### src/rtl/txt_writer_pkg.sv
// Shared constants, control codes and FSM state type for the text-mode console writer.
package txt_writer_pkg;

  localparam int COLS   = 40;
  localparam int ROWS   = 30;
  localparam int ADDR_W = 12;

  localparam logic [7:0] BLANK = 8'h20;
  localparam logic [7:0] CH_BS = 8'h08;
  localparam logic [7:0] CH_LF = 8'h0A;
  localparam logic [7:0] CH_FF = 8'h0C;
  localparam logic [7:0] CH_CR = 8'h0D;

  localparam logic [5:0]        COL_LAST   = 6'(COLS - 1);
  localparam logic [4:0]        ROW_LAST   = 5'(ROWS - 1);
  localparam logic [ADDR_W-1:0] LINE_LEN   = ADDR_W'(COLS);
  localparam logic [ADDR_W-1:0] SCREEN_LEN = ADDR_W'(COLS * ROWS);

  typedef enum logic [1:0] {
    IDLE     = 2'd0,
    WRITE    = 2'd1,
    CLR_LINE = 2'd2,
    CLR_ALL  = 2'd3
  } state_t;

  function automatic logic is_printable(input logic [7:0] c);
    return (c >= 8'h20) && (c <= 8'h7E);
  endfunction

endpackage

### src/rtl/txt_clear_sweep.sv
// Blank-fill address generator shared by the line clear and the full-screen clear.
// start presents base in the same cycle, then one address per cycle up to base+len-1.
module txt_clear_sweep
  import txt_writer_pkg::*;
(
  input  logic              clk,
  input  logic              reset,
  input  logic              start,
  input  logic [ADDR_W-1:0] base,
  input  logic [ADDR_W-1:0] len,
  output logic [ADDR_W-1:0] addr,
  output logic              en,
  output logic              done
);

  logic [ADDR_W-1:0] cnt_q, cnt_d;
  logic [ADDR_W-1:0] last_q, last_d;
  logic              active_q, active_d;

  always_comb begin
    last_d   = start ? (base + len - ADDR_W'(1)) : last_q;
    addr     = start ? base : cnt_q;
    en       = start | active_q;
    done     = en && (addr == last_d);
    cnt_d    = cnt_q;
    active_d = active_q;
    // the counter parks on the last address instead of stepping past the screen
    if (en) begin
      active_d = !done;
      if (!done) begin
        cnt_d = addr + ADDR_W'(1);
      end
    end
  end

  always_ff @(posedge clk or negedge reset) begin
    if (!reset) begin
      cnt_q    <= '0;
      last_q   <= '0;
      active_q <= 1'b0;
    end else begin
      cnt_q    <= cnt_d;
      last_q   <= last_d;
      active_q <= active_d;
    end
  end

endmodule

### src/rtl/txt_writer.sv
// Console writer: byte stream in, cursor-tracked writes into the 40x30 display RAM out.
// state    | meaning
// IDLE     | ready for a byte
// WRITE    | char write visible on wr_*, cursor moves at the end of this cycle
// CLR_LINE | blanking row 0 after a wrap from the last row
// CLR_ALL  | blanking the whole screen after FF
module txt_writer
  import txt_writer_pkg::*;
(
  input  logic              clk,
  input  logic              reset,
  input  logic              in_valid,
  output logic              in_ready,
  input  logic [7:0]        in_char,
  output logic              wr_en,
  output logic [ADDR_W-1:0] wr_addr,
  output logic [7:0]        wr_data,
  output logic [5:0]        cur_col,
  output logic [4:0]        cur_row,
  output logic              busy
);

  state_t            state_q, state_d;
  logic [5:0]        col_q, col_d;
  logic [4:0]        row_q, row_d;
  logic [ADDR_W-1:0] row_base_q, row_base_d;
  logic [7:0]        char_q, char_d;
  logic              wr_en_q, wr_en_d;
  logic [ADDR_W-1:0] wr_addr_q, wr_addr_d;
  logic [7:0]        wr_data_q, wr_data_d;
  logic              in_ready_q, in_ready_d;
  logic              busy_q, busy_d;
  logic              sweep_done_q, sweep_done_d;

  logic              accept, ff_start, row_wrap;
  logic              sweep_start, sweep_en, sweep_done;
  logic [ADDR_W-1:0] sweep_len, sweep_addr;

  assign accept      = in_valid && in_ready_q;
  assign ff_start    = (state_q == IDLE) && accept && (in_char == CH_FF);
  assign row_wrap    = (state_q == WRITE) && (row_q == ROW_LAST) &&
                       ((char_q == CH_LF) || (is_printable(char_q) && (col_q == COL_LAST)));
  assign sweep_start = ff_start || row_wrap;
  assign sweep_len   = ff_start ? SCREEN_LEN : LINE_LEN;

  txt_clear_sweep u_sweep (
    .clk   (clk),
    .reset (reset),
    .start (sweep_start),
    .base  ('0),
    .len   (sweep_len),
    .addr  (sweep_addr),
    .en    (sweep_en),
    .done  (sweep_done)
  );

  always_comb begin
    state_d      = state_q;
    col_d        = col_q;
    row_d        = row_q;
    row_base_d   = row_base_q;
    char_d       = char_q;
    wr_en_d      = 1'b0;
    wr_addr_d    = wr_addr_q;
    wr_data_d    = wr_data_q;
    sweep_done_d = sweep_done;

    case (state_q)
      IDLE: begin
        if (accept) begin
          char_d = in_char;
          if (is_printable(in_char)) begin
            wr_en_d   = 1'b1;
            wr_addr_d = row_base_q + ADDR_W'(col_q);
            wr_data_d = in_char;
            state_d   = WRITE;
          end else if ((in_char == CH_LF) || (in_char == CH_CR) || (in_char == CH_BS)) begin
            state_d = WRITE;
          end else if (in_char == CH_FF) begin
            col_d      = '0;
            row_d      = '0;
            row_base_d = '0;
            state_d    = CLR_ALL;
          end
        end
      end
      WRITE: begin
        state_d = IDLE;
        if (row_wrap) begin
          col_d      = '0;
          row_d      = '0;
          row_base_d = '0;
          state_d    = CLR_LINE;
        end else if ((char_q == CH_LF) || (is_printable(char_q) && (col_q == COL_LAST))) begin
          col_d      = '0;
          row_d      = row_q + 5'd1;
          row_base_d = row_base_q + LINE_LEN;
        end else if (is_printable(char_q)) begin
          col_d = col_q + 6'd1;
        end else if (char_q == CH_CR) begin
          col_d = '0;
        end else if ((char_q == CH_BS) && (col_q != '0)) begin
          col_d = col_q - 6'd1;
        end
      end
      CLR_LINE, CLR_ALL: begin
        // leave one cycle after the final blank so busy covers every sweep write
        if (sweep_done_q) begin
          state_d = IDLE;
        end
      end
      default: state_d = IDLE;
    endcase

    if (sweep_en) begin
      wr_en_d   = 1'b1;
      wr_addr_d = sweep_addr;
      wr_data_d = BLANK;
    end

    in_ready_d = (state_d == IDLE);
    busy_d     = (state_d == CLR_LINE) || (state_d == CLR_ALL);
  end

  always_ff @(posedge clk or negedge reset) begin
    if (!reset) begin
      state_q      <= IDLE;
      col_q        <= '0;
      row_q        <= '0;
      row_base_q   <= '0;
      char_q       <= '0;
      wr_en_q      <= 1'b0;
      wr_addr_q    <= '0;
      wr_data_q    <= '0;
      in_ready_q   <= 1'b0;
      busy_q       <= 1'b0;
      sweep_done_q <= 1'b0;
    end else begin
      state_q      <= state_d;
      col_q        <= col_d;
      row_q        <= row_d;
      row_base_q   <= row_base_d;
      char_q       <= char_d;
      wr_en_q      <= wr_en_d;
      wr_addr_q    <= wr_addr_d;
      wr_data_q    <= wr_data_d;
      in_ready_q   <= in_ready_d;
      busy_q       <= busy_d;
      sweep_done_q <= sweep_done_d;
    end
  end

  assign in_ready = in_ready_q;
  assign busy     = busy_q;
  assign wr_en    = wr_en_q;
  assign wr_addr  = wr_addr_q;
  assign wr_data  = wr_data_q;
  assign cur_col  = col_q;
  assign cur_row  = row_q;

endmodule

### config.mk
export PLATFORM = sky130hd
export DESIGN_NAME = txt_writer
export DESIGN_NICKNAME = d
export VERILOG_FILES = /design/src/rtl/txt_writer_pkg.sv /design/src/rtl/txt_clear_sweep.sv /design/src/rtl/txt_writer.sv
export SDC_FILE = /design/constraint.sdc
export NUM_CORES = 1
export LEC_CHECK = 0
export CORE_ASPECT_RATIO = 1.5
export CORE_MARGIN = 4
export CORE_UTILIZATION = 51
export DETAILED_ROUTE_END_ITERATION = 7
export MAX_ROUTING_LAYER = met4
export PLACE_DENSITY = 0.8
export SYNTH_ARGS = -nofsm -noshare
export SYNTH_HDL_FRONTEND = slang
export SYNTH_SLANG_ARGS = --single-unit
### constraint.sdc
create_clock -name clk -period 2.38 [get_ports clk]
set_input_delay 0.238 -clock clk [delete_from_list [all_inputs] [get_ports clk]]
set_output_delay 0.238 -clock clk [all_outputs]
set_load 0.02 [all_outputs]
Yosys cells after proc, flatten, opt, wreduce, memory -nomap -nowiden
Index checks and enable logic that the tools add are counted.
- add/subtract/negate cells: 7
- $lt $le $gt $ge: 4
- eq/ne operators: 21
- multiplexer cells: 46
- bitwise gates (word level): 2
- reductions and logical operators: 29
- operator list (operator ; count):
    $mux 12 ; 12
    $eq 8x4->1 const B ; 7
    $mux 6 ; 9
    $mux 8 ; 4
    $mux 5 ; 6
    $pmux 12 s2 ; 1
    $ge 8x6->1 const B ; 2
    $le 8x7->1 const B ; 2
    $add 12x1->12 const B ; 1
    $add 12x6->12 ; 1
    $add 12x6->12 const B ; 1
    $eq 12x12->1 ; 1
    $mux 2 ; 6
    $pmux 6 s2 ; 1
    $reduce_and 6->1 ; 2
    $sub 11x1->12 const B ; 1
    $mux 11 ; 1
    $logic_and 1x1->1 ; 10
    $pmux 5 s2 ; 1
    $eq 2x2->1 const B ; 4
    $reduce_bool 2->1 ; 4
    $add 6x1->6 const B ; 1
    $eq 6x6->1 const B ; 1
    $ne 2x2->1 const B ; 3
    18 further kinds ; 27
- flip-flop bits (word level): 82
- logic and storage cells: 123

Longest topological paths before layout
Gate-level depths: netlist of run 1.
- word-level depth: 11
- mapped depth: 13
- depth with buffers taken out: 11

Cells and area by module
Synthesis of run 1 repeated with hierarchy kept, for this count alone.
- cells, all modules: 604
- area, all modules: 5495.3 µm²
- by module, submodules not included (module ; instances ; cells each ; area each (µm²) ; seq. area each (µm²)):
    txt_writer ; 1 ; 334 ; 3025.4 ; 1326.3
    txt_clear_sweep ; 1 ; 270 ; 2469.9 ; 625.6

Least setup slack after synthesis of run 1
Ideal clock, no wire load.
- path kind: reg2reg
- start point: register col_q[0], in the netlist cur_col[0]
- end point: register u_sweep.cnt_q[8]
- arrival time: 2.670 ns
- slack: -0.411 ns
- stages on the path, launching flop included: 14
- path buffers: 2
- period minus slack after synthesis: 2.791 ns
- path through: dfrtp_1 ha_1 nand2_1 or4b_1 o21ai_2 a22o_1 buf_2 buf_2 nor2_1 ha_1 nand2_1 nor3_1 xnor2_1 nor2_1
- cells in the longest elaborated chain, start to end: 10
- elaborated cells between the ends (all ways): 13
- those cells by class: add/sub (1); eq/ne (2); mux (2); bitwise (2); reduce/logical (6)
- ends and longest elaborated chain (item ; RTL line ; RTL):
    start, declared ; txt_writer.sv:24 ; logic [5:0] col_q, col_d;
    start signal, assigned ; txt_writer.sv:140 ; col_q <= col_d;
    $eq 6x6->1 (*) ; txt_writer.sv:42 ; ((char_q == CH_LF) || (is_printable(char_q) && (col_q == COL_LAST)));
    $logic_and 1x1->1 (*) ; txt_writer.sv:42 ;
    $logic_or 1x1->1 (*) ; txt_writer.sv:42 ;
    $logic_and 1x1->1 (*) ; txt_writer.sv:41 ; assign row_wrap = (state_q == WRITE) && (row_q == ROW_LAST) &&
    $logic_or 1x1->1 (*) ; txt_writer.sv:43 ; assign sweep_start = ff_start || row_wrap;
    branches (longest 5 deep; another with $add 12x1->12) ; n/a ;
    end signal, assigned ; txt_clear_sweep.sv:42 ; cnt_q <= cnt_d;
    end, declared ; txt_clear_sweep.sv:16 ; logic [ADDR_W-1:0] cnt_q, cnt_d;
Mark *: on every way between the ends.
A chain may end at the register's enable or synchronous reset.

Worst setup path in the final report of run 1
- start point: register col_q[1], in the netlist cur_col[1]
- end point: register u_sweep.cnt_q[10]
Same word-level chain as after synthesis.

==> results of run 1 <==
-- per-stage QoR --
| stage | hold slack, ns | setup slack (ns) |
|---|---|---|
| 3_3_place_gp | 0.285 | -0.128 |
| 2_1_floorplan | -0.0576 | -0.105 |
| 3_5_place_dp | 0.292 | -0.190 |
| 4_1_cts | 0.472 | 0.00178 |
| 5_1_grt | 0.513 | -0.0175 |
| 6_report | 0.459 | 0.0455 |
-- power groups by stage --
stage	Combinational [uW]	Clock (uW)	Sequential, uW
after global routing	1900	1610	2050
after CTS	1720	1540	2000
after floorplan	928	0	2080
after detailed placement	1700	0	2020
final	1720	1530	2010
after global placement	1660	0	2000
-- worst max-delay path: stages, from the launching register on --
cell,delay (ns)
dfrtp_2,0.39
ha_4,0.16
nand2_1,0.05
or4b_4,0.55
o21ai_4,0.20
a21boi_2,0.09
and2_1,0.19
ha_4,0.18
nand2_2,0.10
nor4_2,0.07
xnor2_1,0.17
nor2_1,0.06
-- area by class of cell --
type	count	area [um^2]	share of cell area [%]
multi-input combinational	317	2150	39.9
sequential	78	1950	36.3
timing repair buffer	80	761	14.1
clock buffer	13	270	5.02
tap	105	131	2.44
clock inverter	3	65.1	1.21
inverter	14	52.6	0.976
-- path summary, 6_finish.rpt --
check,endpoint,slack (ns),cells past startpoint
worst max-delay path,u_sweep.cnt_q[10]$_DFFE_PN0P_,0.05,11
worst min-delay path,row_base_q[6]$_DFFE_PN0P_,0.46,2
worst max register to register,u_sweep.cnt_q[10]$_DFFE_PN0P_,0.05,11
worst min register to register,u_sweep.last_q[0]$_DFF_PN0_,0.49,1
max in group asynchronous,wr_data[7]$_DFFE_PN0P_,1.34,3
min in group clk,u_sweep.last_q[0]$_DFF_PN0_,0.49,1
-- sequential cells by signal (all words and copies together), names as in the netlist --
register          count
u_sweep.cnt_q        12
u_sweep.last_q       12
wr_addr              12
row_base_q            9
char_q                8
wr_data               8
cur_col               6
cur_row               5
busy                  1
in_ready              1
state_q               1
sweep_done_q          1
u_sweep.active_q      1
wr_en                 1
-- what timing repair did --
item,4_1_cts,5_1_grt
resized for setup,0,4
buffers inserted,0,1
endpoints found under the hold margin,46,0
endpoints found under the setup margin,0,5
hold buffers,1,0
-- synthesized netlist by cell type (4+ instances only) --
cell type	n	share of area, %
ha_1	10	3.0
nor2_1	45	4.0
xor2_1	6	1.3
inv_1	14	1.3
and3_1	6	0.90
clkbuf_1	9	0.81
mux2i_1	12	2.9
buf_2	6	0.72
xnor2_1	30	6.3
or2_2	5	0.75
nand2_1	38	3.4
nor3_1	17	2.0
nand4_1	10	1.5
o21ai_0	18	2.2
nor4_1	4	0.60
nand2b_1	9	1.3
dfrtp_1	78	47
a21oi_1	26	3.1
mux2_2	8	2.2
nand3_1	9	1.1
and2_1	9	1.3
or3_1	4	0.60
-- layer usage --
metal	vias to the layer above	track usage, %	wire length [um]	share of wire, %
li1	1657	-	-	-
met1	1707	27.4	4010	39
met2	114	37.1	5400	53
met3	39	5.37	432	4.2
met4	0	13.2	398	3.9
met5	-	-	0	0
-- cells by family after synthesis --
logic type | count (synthesis) | synth area share [%]
and+or+nand+nor | 176 | 22.7
AOI/OAI and AO/OA | 75 | 11.4
buffers and inverters | 33 | 3.59
xor gates and xnor gates | 36 | 7.55
DFF | 78 | 46.7
muxes | 20 | 5.03
adders and majority gates | 10 | 3.00
==> impl_metrics.py, run 1 <==
metrics = {
    "layout": {
        "layout_common_cells": "76 x dfrtp_1, 44 x nor2_1, 43 x clkdlybuf4s50_1, 37 x nand2_1, 32 x buf_4",
        "final_util_pct": 67.2,
        "layout-drive-gt1-share_pct": 18.2,
        "final_cells": 610,
        "nets": 521,
        "antenna_cells": 0,
        "final_area_um2": 5380,
        "area_delta_synth_final_pct": 28.9,
        "final_common_cell": "dfrtp_1",
        "fill_cells": 607,
    },
    "route": {
        "via_count": 3517,
        "wl_per_cell_um": 16.8,
        "ant_nets": 0,
        "initialDrtViolationCount": 216,
        "routed_wl_um": 10200,
        "routed_via_density": 5.77,
        "drcViolationCount": 0,
        "drtPass1Iterations": 4,
    },
    "setup_path": {
        "cp-end-kind": "flip-flop",
        "worstPathArrival_ns": 2.56,
        "crit_path_max_fanout": 4,
        "critPathRequiredTime_ns": 2.61,
        "start_kind": "flip-flop",
        "path_class": "reg2reg",
        "r2r_start": "cur_col[1]$_DFFE_PN0P_",
        "crit_start": "cur_col[1]$_DFFE_PN0P_",
    },
    "clock_network": {
        "clk_latency_ns": 0.34,
        "cts-root-buf": "clkbuf_16",
        "cts_num_sinks": 78,
        "cts.clk_slew.worst_paths_ns": 0.06,
        "htreeDepth": 3,
        "clockBufferDepth": 2,
        "numCtsBuffers": 9,
        "tritoncts": "done",
    },
    "logic_synthesis": {
        "synth_edf_count": 0,
        "ys.flop_type": "dfrtp_1",
        "yosys_warnings": 0,
        "synth_seq_cells": 78,
        "asyncSetResetFlopFracSynth_pct": 100,
        "synthCells": 428,
        "syn_avg_cell_area_um2": 9.76,
        "yosysSeqAreaShare_pct": 46.7,
        "ys_types": 60,
        "netlist_area_um2": 4180,
        "synth_nets": 449,
    },
    "sta": {
        "finalSetupViolations": 0,
        "fin_skew_ns": 0.00983,
        "slew_viol_final": 0,
        "max_freq_mhz": 428,
        "tns_ns": 0,
        "maxSlewHeadroom_pct": 59.5,
        "tightest_slew_ns": 0.608,
        "fin_crit_ns": 2.33,
        "finalHoldViolCount": 0,
        "period_share_pct": 98.1,
    },
    "global_routing": {
        "grt_usage_pct": 23.6,
        "antenna_found_initial": 0,
        "grt_pass1_vias": 3581,
        "grt_remaining_overflow": 0,
        "grt_pass1_wl_um": 17200,
        "grt_max_degree": 48,
    },
    "power": {
        "clkPwrFrac_pct": 29.1,
        "p_leak_uw": 0.00235,
        "intPower_uw": 3460,
        "power_uw": 5260,
        "p_switching_uw": 1800,
        "ir_worst_vdd_mv": 0.568,
        "seqPwrFrac_pct": 38.2,
        "p_per_area_nw_per_um2": 977,
        "switching_share_pct": 34.2,
        "comb_power_share_pct": 32.7,
    },
    "floorplan": {
        "start_util_pct": 52.2,
        "pin_count": 45,
        "coreArea_um2": 8010,
        "row_count": 40,
        "dieWidth_um": 81.9,
        "fp.dieArea_um2": 9730,
        "chipHeight_um": 119,
    },
    "worst_hold_path": {
        "hold_path.class": "in2async",
    },
    "run": {
        "max_cap_violations": 0,
    },
    "place": {
        "dp_hpwl_um": 7370,
        "place.gp.congestion": 0.889,
        "place_area_um2": 5010,
        "numPortBuffers": 44,
        "placed_cells": 592,
    },
    "outcome": {
        "status": "completed",
    },
}
(Power assumes the default switching activity.)
==> run 2: changes to the inputs <==
Settings changed: CORE_UTILIZATION 51 to 57, DONT_BUFFER_PORTS set to 1, PLACE_DENSITY 0.8 to 0.86.
==> run 2 against run 1 <==
Compared with the run above:
- cell count decreased by 9.0%
- worst hold slack got worse by 0.43 ns
- largest power group unchanged
- sequential power increased by 3%
- wire length decreased by 5.1%
- die area decreased by 9.7%
- critical path type unchanged
- clock power decreased by 35%
- worst setup slack improved by 0.034 ns
==> impl_metrics.py, run 2 (synthesis gave the netlist of run 1 again) <==
metrics = {
    "outcome": {
        "status": "completed",
    },
    "worst_hold_path": {
        "holdPathStages": 2,
        "hold_path.class": "in2reg",
    },
    "setup_path": {
        "cp-endpoint": "u_sweep.cnt_q[10]$_DFFE_PN0P_",
        "cp-end-kind": "flip-flop",
        "r2r_start": "cur_col[1]$_DFFE_PN0P_",
        "crit_path_max_fanout": 4,
        "r2r-end": "u_sweep.cnt_q[10]$_DFFE_PN0P_",
        "ff2ff_setup_slack_ns": 0.08,
        "critPathRequiredTime_ns": 2.61,
        "worstPathArrival_ns": 2.53,
        "path_class": "reg2reg",
        "start_kind": "flip-flop",
        "crit_start": "cur_col[1]$_DFFE_PN0P_",
        "reg2reg_depth": 11,
    },
    "sta": {
        "fin_ws_ns": 0.0799,
        "period_share_pct": 96.6,
        "whs_ns": 0.0273,
        "slew_viol_final": 0,
        "finalSetupViolations": 0,
        "finalHoldViolCount": 0,
        "fin_crit_ns": 2.30,
        "tightest_slew_ns": 1.21,
        "maxSlewHeadroom_pct": 19.3,
        "fin_skew_ns": 0.0119,
        "max_freq_mhz": 435,
    },
    "global_routing": {
        "antenna_found_initial": 0,
        "grt_pass1_vias": 3415,
        "grt_pass1_wl_um": 16400,
        "grt_remaining_overflow": 0,
        "grt_max_degree": 79,
        "grt_usage_pct": 24.3,
    },
    "clock_network": {
        "clk_latency_ns": 0.35,
        "cts-root-buf": "clkbuf_8",
        "numCtsBuffers": 9,
        "clockBufferDepth": 2,
        "htreeDepth": 3,
        "cts_num_sinks": 78,
        "cts.clk_slew.worst_paths_ns": 0.08,
        "tritoncts": "done",
    },
    "route": {
        "routed_via_density": 5.86,
        "routed_wl_um": 9710,
        "drcViolationCount": 0,
        "via_count": 3250,
        "wl_per_cell_um": 17.5,
        "ant_nets": 0,
        "initialDrtViolationCount": 267,
        "drtPass1Iterations": 4,
    },
    "power": {
        "ir_worst_vdd_mv": 0.414,
        "p_leak_uw": 0.00209,
        "p_per_area_nw_per_um2": 946,
    },
    "floorplan": {
        "row_count": 38,
        "coreArea_um2": 7180,
        "dieWidth_um": 77.9,
        "chipHeight_um": 113,
        "start_util_pct": 58.2,
        "pin_count": 45,
        "fp.dieArea_um2": 8790,
    },
    "layout": {
        "regArea_um2": 1950,
        "final_cells": 555,
        "layout_common_cells": "76 x dfrtp_1, 44 x nor2_1, 37 x nand2_1, 30 x xnor2_1, 27 x buf_4",
        "final_common_cell": "dfrtp_1",
        "area_delta_synth_final_pct": 13.7,
        "multi_input_area_um2": 2160,
        "layout-drive-gt1-share_pct": 18.7,
        "fill_cells": 516,
        "antenna_cells": 0,
        "nets": 471,
    },
    "place": {
        "placed_cells": 537,
        "place.gp.congestion": 0.928,
        "dp_hpwl_um": 6880,
        "numPortBuffers": 0,
        "dp_slack_ns": 0.0803,
    },
    "run": {
        "max_cap_violations": 0,
    },
}
## run 2: routing by layer
metal | track usage (%) | vias to the layer above | part of all wire (%)
met1 | 27.0 | 1597 | 39
li1 | - | 1551 | -
met3 | 4.86 | 16 | 4.0
met5 | - | - | 0
met2 | 42.2 | 86 | 55
met4 | 9.92 | 0 | 1.9
## run 2: power breakdown
group | internal, uW | leakage [uW] | switching [uW]
Clock | 537 | 0.000106 | 454
Sequential | 1620 | 0.000955 | 452
Combinational | 639 | 0.00103 | 793
Total | 2790 | 0.00209 | 1700
## run 2: how the worst min path moves through the flow
stage                     from                    end  slack [ns]
floorplan                reset         busy$_DFF_PN0_       -0.06
global route        in_char[1]  char_q[1]$_DFFE_PN0P_       0.004
finish              in_char[1]  char_q[1]$_DFFE_PN0P_        0.03
detailed placement       reset  char_q[0]$_DFFE_PN0P_       -0.05
CTS                 in_char[1]  char_q[1]$_DFFE_PN0P_       0.005
global placement         reset  char_q[7]$_DFFE_PN0P_       -0.05
## run 2: timing repair
action	in CTS	in global routing
gates resized for setup	0	4
endpoints found under the setup margin	0	8
hold buffers	2	0
hold endpoints to repair	78	0
setup buffers	0	0
## run 2: stage by stage
stage	setup TNS [ns]	cell area [um^2]	util [%]	total power [uW]
after floorplan	-0.429	4240	-	3010
after global placement	0	4490	62.5	3390
after detailed placement	0	4490	62.5	3460
after CTS	0	4730	65.8	4510
after global routing	-0.0393	4750	66.1	4780
final	0	4750	66.1	4490
## run 2: layout make-up
type / count / area share, %
Inverter: 14 / 1.11
Clock inverter: 4 / 0.949
Multi-Input combinational cell: 317 / 45.4
Tap cell: 100 / 2.64
Timing Repair Buffer: 30 / 5.48
Clock buffer: 12 / 3.27
Sequential cell: 78 / 41.2
## run 2: critical path, stage by stage, from the launching register on
cell      delay [ns]
dfrtp_2         0.39
ha_4            0.15
nand2_1         0.05
or4b_4          0.55
o21ai_4         0.20
a21boi_2        0.08
and2_1          0.19
ha_4            0.18
nand2_2         0.08
nor4_2          0.06
xnor2_1         0.19
nor2_1          0.06
